==> src/rtl/median_window_feeder.sv <==
// Raster-order 3x3 window feeder for the MEDIAN serial filter: fetches each edge-replicated
// neighbourhood, streams it under MED_DSI and presents MED_DO on a valid/ready port.
// Optional `MEDIAN_FEEDER_TIMEOUT_EN adds the ERR output and a MED_DSO watchdog.
module median_window_feeder #(
  parameter int unsigned W       = 256,
  parameter int unsigned H       = 256,
  parameter int unsigned AW      = 16,
  parameter int unsigned TIMEOUT = 1023
) (
  input  logic                 CLK,
  input  logic                 nRST,
  input  logic                 START,
  output logic                 BUSY,
  output logic                 DONE,
`ifdef MEDIAN_FEEDER_TIMEOUT_EN
  output logic                 ERR,
`endif
  output logic [AW-1:0]        MEM_ADDR,
  output logic                 MEM_RD,
  input  logic [7:0]           MEM_RDATA,
  output logic [7:0]           MED_DI,
  output logic                 MED_DSI,
  input  logic [7:0]           MED_DO,
  input  logic                 MED_DSO,
  output logic [7:0]           PIX_OUT,
  output logic [$clog2(W)-1:0] PIX_X,
  output logic [$clog2(H)-1:0] PIX_Y,
  output logic                 PIX_VALID,
  input  logic                 PIX_READY
);

  localparam int unsigned XW = $clog2(W);
  localparam int unsigned YW = $clog2(H);
  localparam logic [XW-1:0] XMAX = XW'(W - 1);
  localparam logic [YW-1:0] YMAX = YW'(H - 1);

  if (W < 2 || H < 2 || TIMEOUT < 1 ||
      (longint'(W) * longint'(H)) > (longint'(1) << AW)) begin : g_bad_params
    $error("median_window_feeder: invalid W/H/AW/TIMEOUT");
  end

  typedef enum logic [2:0] {
    StIdle,
    StFetch,
    StLast,
    StWaitDso,
    StOutput
  } state_e;

  state_e          state_q;
  logic [XW-1:0]   x_q;
  logic [YW-1:0]   y_q;
  logic [3:0]      tap_q;

  logic            x_last;
  logic            y_last;
  logic [XW-1:0]   nx;
  logic [YW-1:0]   ny;

`ifdef MEDIAN_FEEDER_TIMEOUT_EN
  localparam int unsigned CW = $clog2(TIMEOUT + 1);
  logic [CW-1:0]   cnt_q;
`endif

  // Clamping happens on the coordinates before the multiply, so the address never wraps.
  function automatic logic [AW-1:0] tap_addr(input logic [XW-1:0] cx, input logic [YW-1:0] cy,
                                             input logic [3:0] k);
    int unsigned row, col, rx, ry;
    row = 32'(k) / 3;
    col = 32'(k) % 3;
    if (col == 0)      rx = (cx == '0) ? 32'd0 : 32'(cx) - 32'd1;
    else if (col == 1) rx = 32'(cx);
    else               rx = (cx == XMAX) ? W - 1 : 32'(cx) + 32'd1;
    if (row == 0)      ry = (cy == '0) ? 32'd0 : 32'(cy) - 32'd1;
    else if (row == 1) ry = 32'(cy);
    else               ry = (cy == YMAX) ? H - 1 : 32'(cy) + 32'd1;
    return AW'(ry * W + rx);
  endfunction

  always_comb begin
    x_last = (x_q == XMAX);
    y_last = (y_q == YMAX);
    nx     = x_last ? '0 : x_q + XW'(1);
    ny     = x_last ? y_q + YW'(1) : y_q;
  end

  // MEM_RDATA is already the memory's output register; gating keeps MED_DI quiet between taps.
  assign MED_DI = MED_DSI ? MEM_RDATA : 8'h00;

  always_ff @(posedge CLK or negedge nRST) begin
    if (!nRST) begin
      state_q   <= StIdle;
      x_q       <= '0;
      y_q       <= '0;
      tap_q     <= '0;
      BUSY      <= 1'b0;
      DONE      <= 1'b0;
      MEM_ADDR  <= '0;
      MEM_RD    <= 1'b0;
      MED_DSI   <= 1'b0;
      PIX_OUT   <= '0;
      PIX_X     <= '0;
      PIX_Y     <= '0;
      PIX_VALID <= 1'b0;
`ifdef MEDIAN_FEEDER_TIMEOUT_EN
      ERR       <= 1'b0;
      cnt_q     <= '0;
`endif
    end else begin
      DONE    <= 1'b0;
      MED_DSI <= MEM_RD;
      unique case (state_q)
        StIdle: begin
          if (START) begin
            BUSY     <= 1'b1;
            x_q      <= '0;
            y_q      <= '0;
            tap_q    <= '0;
            MEM_RD   <= 1'b1;
            MEM_ADDR <= tap_addr('0, '0, 4'd0);
            state_q  <= StFetch;
`ifdef MEDIAN_FEEDER_TIMEOUT_EN
            ERR      <= 1'b0;
`endif
          end
        end
        StFetch: begin
          if (tap_q == 4'd8) begin
            MEM_RD  <= 1'b0;
            state_q <= StLast;
          end else begin
            tap_q    <= tap_q + 4'd1;
            MEM_ADDR <= tap_addr(x_q, y_q, tap_q + 4'd1);
          end
        end
        StLast: begin
          state_q <= StWaitDso;
`ifdef MEDIAN_FEEDER_TIMEOUT_EN
          cnt_q   <= '0;
`endif
        end
        StWaitDso: begin
          if (MED_DSO) begin
            PIX_OUT   <= MED_DO;
            PIX_X     <= x_q;
            PIX_Y     <= y_q;
            PIX_VALID <= 1'b1;
            state_q   <= StOutput;
          end
`ifdef MEDIAN_FEEDER_TIMEOUT_EN
          else if (cnt_q == CW'(TIMEOUT - 1)) begin
            ERR     <= 1'b1;
            BUSY    <= 1'b0;
            state_q <= StIdle;
          end else begin
            cnt_q <= cnt_q + CW'(1);
          end
`endif
        end
        StOutput: begin
          if (PIX_READY) begin
            PIX_VALID <= 1'b0;
            x_q       <= nx;
            y_q       <= ny;
            if (x_last && y_last) begin
              DONE    <= 1'b1;
              BUSY    <= 1'b0;
              state_q <= StIdle;
            end else begin
              tap_q    <= '0;
              MEM_RD   <= 1'b1;
              MEM_ADDR <= tap_addr(nx, ny, 4'd0);
              state_q  <= StFetch;
            end
          end
        end
        default: state_q <= StIdle;
      endcase
    end
  end

endmodule

==> config.mk <==
export PLATFORM = sky130hd
export DESIGN_NAME = median_window_feeder
export DESIGN_NICKNAME = d
export VERILOG_FILES = /design/src/rtl/median_window_feeder.sv
export SDC_FILE = /design/constraint.sdc
export NUM_CORES = 1
export LEC_CHECK = 0
export ABC_AREA = 1
export CORE_MARGIN = 3
export CORE_UTILIZATION = 35
export DETAILED_ROUTE_END_ITERATION = 7
export GPL_TIMING_DRIVEN = 0
export PLACE_DENSITY_LB_ADDON = 0.1
export SLEW_MARGIN = 30
export SYNTH_ARGS = -nofsm -noshare
export SYNTH_HDL_FRONTEND = slang
export SYNTH_SLANG_ARGS = --single-unit
==> constraint.sdc <==
create_clock -name CLK -period 10 [get_ports CLK]
set_input_delay 1 -clock CLK [delete_from_list [all_inputs] [get_ports CLK]]
set_output_delay 1 -clock CLK [all_outputs]
set_load 0.01 [all_outputs]
* Word-level counts from Yosys, hierarchy flattened
Cells that the tools add are included.
** Operators by class
- $add $sub $neg :: 11
- Multipliers :: 0
- Div/mod/pow operators :: 2
- $lt $le $gt $ge :: 0
- Equal/unequal tests :: 16
- Shift-type cells :: 0
- Mux-type cells :: 58
- Bitwise gates (word level) :: 0
- Reduce and logical (&&, ||, !) cells :: 18
** Operators with widths (count)
- 16-bit two-way mux :: 12
- 8-bit two-way mux :: 16
- 32-bit by 1-bit equality test with 1-bit output (second input constant) :: 2
- 32-bit logical NOT :: 2
- 16-bit case mux with 3 select lines :: 1
- 16-bit adder :: 2
- 4-bit by 2-bit divider with 32-bit output (second input constant) :: 1
- 8-bit logical NOT :: 4
- 4-bit by 2-bit modulo with 32-bit output (second input constant) :: 1
- 8-bit case mux with 2 select lines :: 2
- 8-bit by 1-bit adder with 8-bit output (second input constant) :: 3
- 9-bit two-way mux :: 2
- 8-bit by 1-bit subtractor with 9-bit output (second input constant) :: 2
- 8-bit equality test (second input constant) :: 2
- 4-bit two-way mux :: 4
- 8-bit by 1-bit subtractor with 8-bit output (second input constant) :: 2
- 3-bit case mux with 5 select lines :: 1
- 2-bit != test (second input constant) :: 7
- 1-bit two-way mux :: 12
- 3-bit two-way mux :: 4
- 4-bit case mux with 3 select lines :: 1
- 5-bit AND reduction :: 2
- 8-bit by 1-bit adder with 9-bit output (second input constant) :: 1
- 4-bit AND reduction :: 2
- 13 further kinds :: 17
** Word-level totals
- Register bits after elaboration :: 68
- Latch bits :: 0
- Memory bits (writable) :: 0
- Bits in read-only memories :: 0
- Input port bits :: 21
- Output and inout port bits :: 53
- Word-level logic and storage cells :: 118
- Memories kept :: 0

* Depth between registers and ports, before layout
- Depth after elaboration :: 11
- Gate-level depth with buffers :: 33
- Gate-level depth less buffers :: 33

* Least setup slack after synthesis
OpenSTA, ideal clock, no wires.
- Path kind :: register -> register
- Start :: register x_q[0]
- End :: register MEM_ADDR[15]
- Setup time :: 73 ps
- Arrival time :: 3554 ps
- Path slack :: 6372 ps
- Cell stages (with the launch flop) :: 31
- Path buffers :: 1
- Clock period less this slack :: 3628 ps
- Cells stage by stage :: dfrtp_1 -> ha_1 -> nand2_1 -> nor2_4 -> nand4_4 -> nor2_8 -> buf_8 -> nand2_1 -> o21ai_2 -> ha_1 -> inv_1 -> nor2_1 -> nand3_2 -> inv_2 -> nor2_1 -> ha_1 -> a21oi_1 -> nand2_1 -> nand2_1 -> nand2_1 -> a21oi_1 -> nor2_1 -> nor2_1 -> nor2_1 -> o211ai_1 -> nand2_1 -> o21ai_1 -> nand3_1 -> nand2_1 -> inv_2 -> a21oi_2
** On the way
- Longest elaborated chain between the ends :: 11
- Elaborated cells on any way between the ends :: 34
- Classes of those cells :: add/sub: 7; eq/ne: 2; mux: 20; reduce/logical: 5
** Ends and longest elaborated chain
- start, declared :: line 51 : logic [XW-1:0] x_q;
- start signal, assigned :: line 163 : x_q <= nx;
- 8-bit by 1-bit adder with 8-bit output / 8-bit equality test (equally long branches) :: line 83, 73, 81
- 8-bit two-way mux (on tied branches) :: line 83, 84
- 8-bit by 1-bit subtractor with 9-bit output (tied with other cells) :: line 71 : if (col == 0) rx = (cx == '0) ? 32'd0 : 32'(cx) - 32'd1;
- 16-bit two-way mux / 8-bit two-way mux (equally long branches) :: line 71, 74
- 16-bit two-way mux / 8-bit two-way mux (equally long branches) :: line 165 : if (x_last && y_last) begin
- 16-bit two-way mux / 8-bit two-way mux (equally long branches) :: line 161 : if (PIX_READY) begin
- 16-bit two-way mux / 8-bit two-way mux (equally long branches) :: line 112 : unique case (state_q)
- 16-bit adder :: line 77 : return AW'(ry * W + rx);
- 16-bit two-way mux :: line 165
- 16-bit two-way mux :: line 161
- 16-bit case mux with 3 select lines :: line 112
- end signal, assigned :: line 120 : MEM_ADDR <= tap_addr('0, '0, 4'd0);
- end signal, assigned :: line 133 : MEM_ADDR <= tap_addr(x_q, y_q, tap_q + 4'd1);
- end signal, assigned :: line 172 : MEM_ADDR <= tap_addr(nx, ny, 4'd0);
- end, declared :: line 18 : output logic [AW-1:0] MEM_ADDR,
Several ways; a longest one is shown, not always the timed one. The select of a mux whose other input is x is not followed.
A chain may end at the register's enable or synchronous reset.

* Final worst setup path
- Start :: register x_q[1]
- End :: register MEM_ADDR[15]
The elaborated chain is that of the path after synthesis.

==> results.toml <==
[clocking]
htree_levels = 3
clock_latency_ps = 340
cts_resized = 0
cts_hold_buffers = 0
clk_path_buf_depth = 2
cts_root_buf = "clkbuf_16"
clk_pin_slew_ps = 60
clock-sinks = 68
cts_tree = "done"
cts_setup_buffers = 0
cts_made_buffers = 9

[sta]
finalSetupTns_ps = 0
fin_crit_ps = 4280
hold_viol_final = 0
tightest_slew_ps = 890
fin_skew_ps = 5.03
rsz0062_at_grt = "false"
finalSetupViolations = 0
fmax_mhz = 234
slew_headroom_pct = 40.4
timing.hold.ws_ps = 429
slew_viol_final = 0
min_period_over_period_pct = 42.8

[global_route]
grt_pass1_wl_microns = 24500
grt_pass1_vias = 4823
grt_util_met3_pct = 2.57
grtUsageMet2_pct = 32.5
grt_overflow = 0
grt_max_degree = 36
antenna_found_initial = 0
grt.busiest_layer = "met2"
grt_use_met1_pct = 24.8
grtUsageTotal_pct = 19.1

[yosys]
ys_types = 54
synth_cells = 695
syn_area_sq_um = 5100
synth_top_cell_by_area = "dfrtp_1"
ys.flop_type = "dfrtp_1"
synth.top_cell.area_share_pct = 33.4
synth-seq-cells = 68
synthArstFlopShare_pct = 100
syn_avg_cell_area_sq_um = 7.33
yosys-top-cells-count = "149 x nand2_1, 100 x inv_1, 68 x dfrtp_1, 61 x nor2_1, 49 x o21ai_0"
ys_seq_area_share_pct = 33.4
synth_edf_count = 0
synth_warnings = 0
synth.area.top_cells = "dfrtp_1 33%, nand2_1 11%, inv_1 7.4%, ha_1 7.1%, o21ai_0 4.8%"
yosysMostFrequentCell = "nand2_1"

[power]
clockPowerShare_pct = 14.3
p_sw_share_pct = 49.9
power-per-cell-area_nw_per_um2 = 384
leakagePower_nw = 3.18
p_sw_w = 0.00123
internal_power_w = 0.00123
p_seq_share_pct = 18.5
combPwrFrac_pct = 67.2
peakVddDrop_uv = 159

[floorplan]
initial_core_util_pct = 36.3
die_area_sq_um = 16000
placementRows = 43
ios = 74
fp.dieH_microns = 127
die_w_microns = 127
coreArea_sq_um = 14000

[placed_design]
dp_hpwl_microns = 11700
port_buffers = 73
postPlaceCellArea_sq_um = 6090
place_congestion = 0.926

[worst_hold_path]
hold_path.class = "reg2reg"
holdPathStages = 0

[setup_path]
worst-setup-path-type = "reg2reg"
worst_ep_arrival_time_ps = 4550
crit_path_max_fanout = 10
worstPathRequired_ps = 10270
max_stage_delay_ps = 420
rr_worst_depth = 30
crit_top_cell = "nand2_1"
slowest_stage = "dfrtp_1"
crit_path_end_kind = "flip-flop"
start_kind = "flip-flop"

[routing]
drt-wirelength-per-cell_microns = 15.4
final_antenna_net_count = 0
vias = 4897
route.detailed.drc = 0
routed_wl_microns = 14900
dr.pass1.iters = 5
drt_iter0_markers = 393
vias_per_cell = 5.05

[finish]
drive_above_1_share_pct = 9.24
num-nets-final = 836
synthToLayoutAreaGrowth_pct = 25.9
num_antenna_cells = 0
design_area_sq_um = 6420

[outcome]
run_status = "finished, final reports clean"

[job]
cap_violations = 0
worst max-delay path: cells and delay by family (launching register included):
kind	cells	cell delay [ps]
buffers and inverters	4	390
adders and majority gates	3	800
AOI/OAI and AO/OA	6	890
DFF	1	420
and+or+nand+nor	17	1720
state kept, by name (all words and copies together) (netlist names):
name / flops
PIX_Y: 8
MED_DSI: 1
MEM_ADDR: 16
MEM_RD: 1
PIX_VALID: 1
BUSY: 1
tap_q: 4
state_q: 3
PIX_X: 8
DONE: 1
y_q: 8
PIX_OUT: 8
x_q: 8
power by group through the flow:
stage | combinational [W] | clock [W] | sequential (W)
final | 0.00166 | 0.000353 | 0.000455
after detailed placement | 0.00164 | 0 | 0.000461
after CTS | 0.00165 | 0.000361 | 0.000456
after floorplan | 0.00107 | 0 | 0.000490
after global routing | 0.00185 | 0.000371 | 0.000471
after global placement | 0.00162 | 0 | 0.000456
cell families after synthesis:
group / synth area share (%)
and+or+nand+nor: 26.2
AOI/OAI and AO/OA: 16.9
buffers and inverters: 9.72
DFF: 33.4
adders and majority gates: 7.51
xor gates and xnor gates: 4.27
muxes: 1.96
other: 0.0736
stage by stage:
stage	power, W	cells	setup WS, ps	utilization (%)
6_report	0.00246	970	5720	45.7
5_1_grt	0.00270	970	5250	45.7
4_1_cts	0.00246	970	5740	45.7
3_5_place_dp	0.00210	954	5760	43.4
3_3_place_gp	0.00208	953	5430	43.2
2_1_floorplan	0.00156	700	6370	-
worst paths after layout:
| path | startpoint | endpoint | slack (ps) |
|---|---|---|---|
| max | x_q[1] | MEM_ADDR[15] | 5720 |
| min | MEM_RD | MED_DSI | 430 |
| max reg2reg | x_q[1] | MEM_ADDR[15] | 5720 |
| min reg2reg | MEM_RD | MED_DSI | 430 |
| max in group asynchronous | nRST | tap_q[3] | 8840 |
| min in group asynchronous | nRST | PIX_OUT[7] | 610 |
metal layers:
| layer | routed length, microns | vias to the layer above |
|---|---|---|
| li1 | - | 2466 |
| met1 | 6830 | 2302 |
| met2 | 7260 | 108 |
| met3 | 558 | 21 |
| met4 | 281 | 0 |
| met5 | 0 | - |
final cells by class:
type | instances | area (sq um)
fill | 1408 | 7620
multi-input combinational | 507 | 2920
sequential | 68 | 1700
timing repair buffer | 74 | 748
inverter | 110 | 413
clock buffer | 9 | 225
tap | 180 | 225
clock inverter | 7 | 98.8
buffer | 15 | 82.6
cell usage in the layout (no fill, tap or decap), types with 9 or more instances in the layout:
master	netlist	layout
nor2_1	61	61
dfrtp_1	68	68
clkbuf_16	0	9
o21ai_0	49	49
inv_1	100	100
nand3_1	36	36
o22ai_1	21	21
nand2_1	149	149
xor2_1	16	16
clkbuf_1	9	9
clkdlybuf4s50_1	0	72
a31oi_1	10	10
a21oi_1	38	38
ha_1	29	29
(Power assumes the default switching activity.)
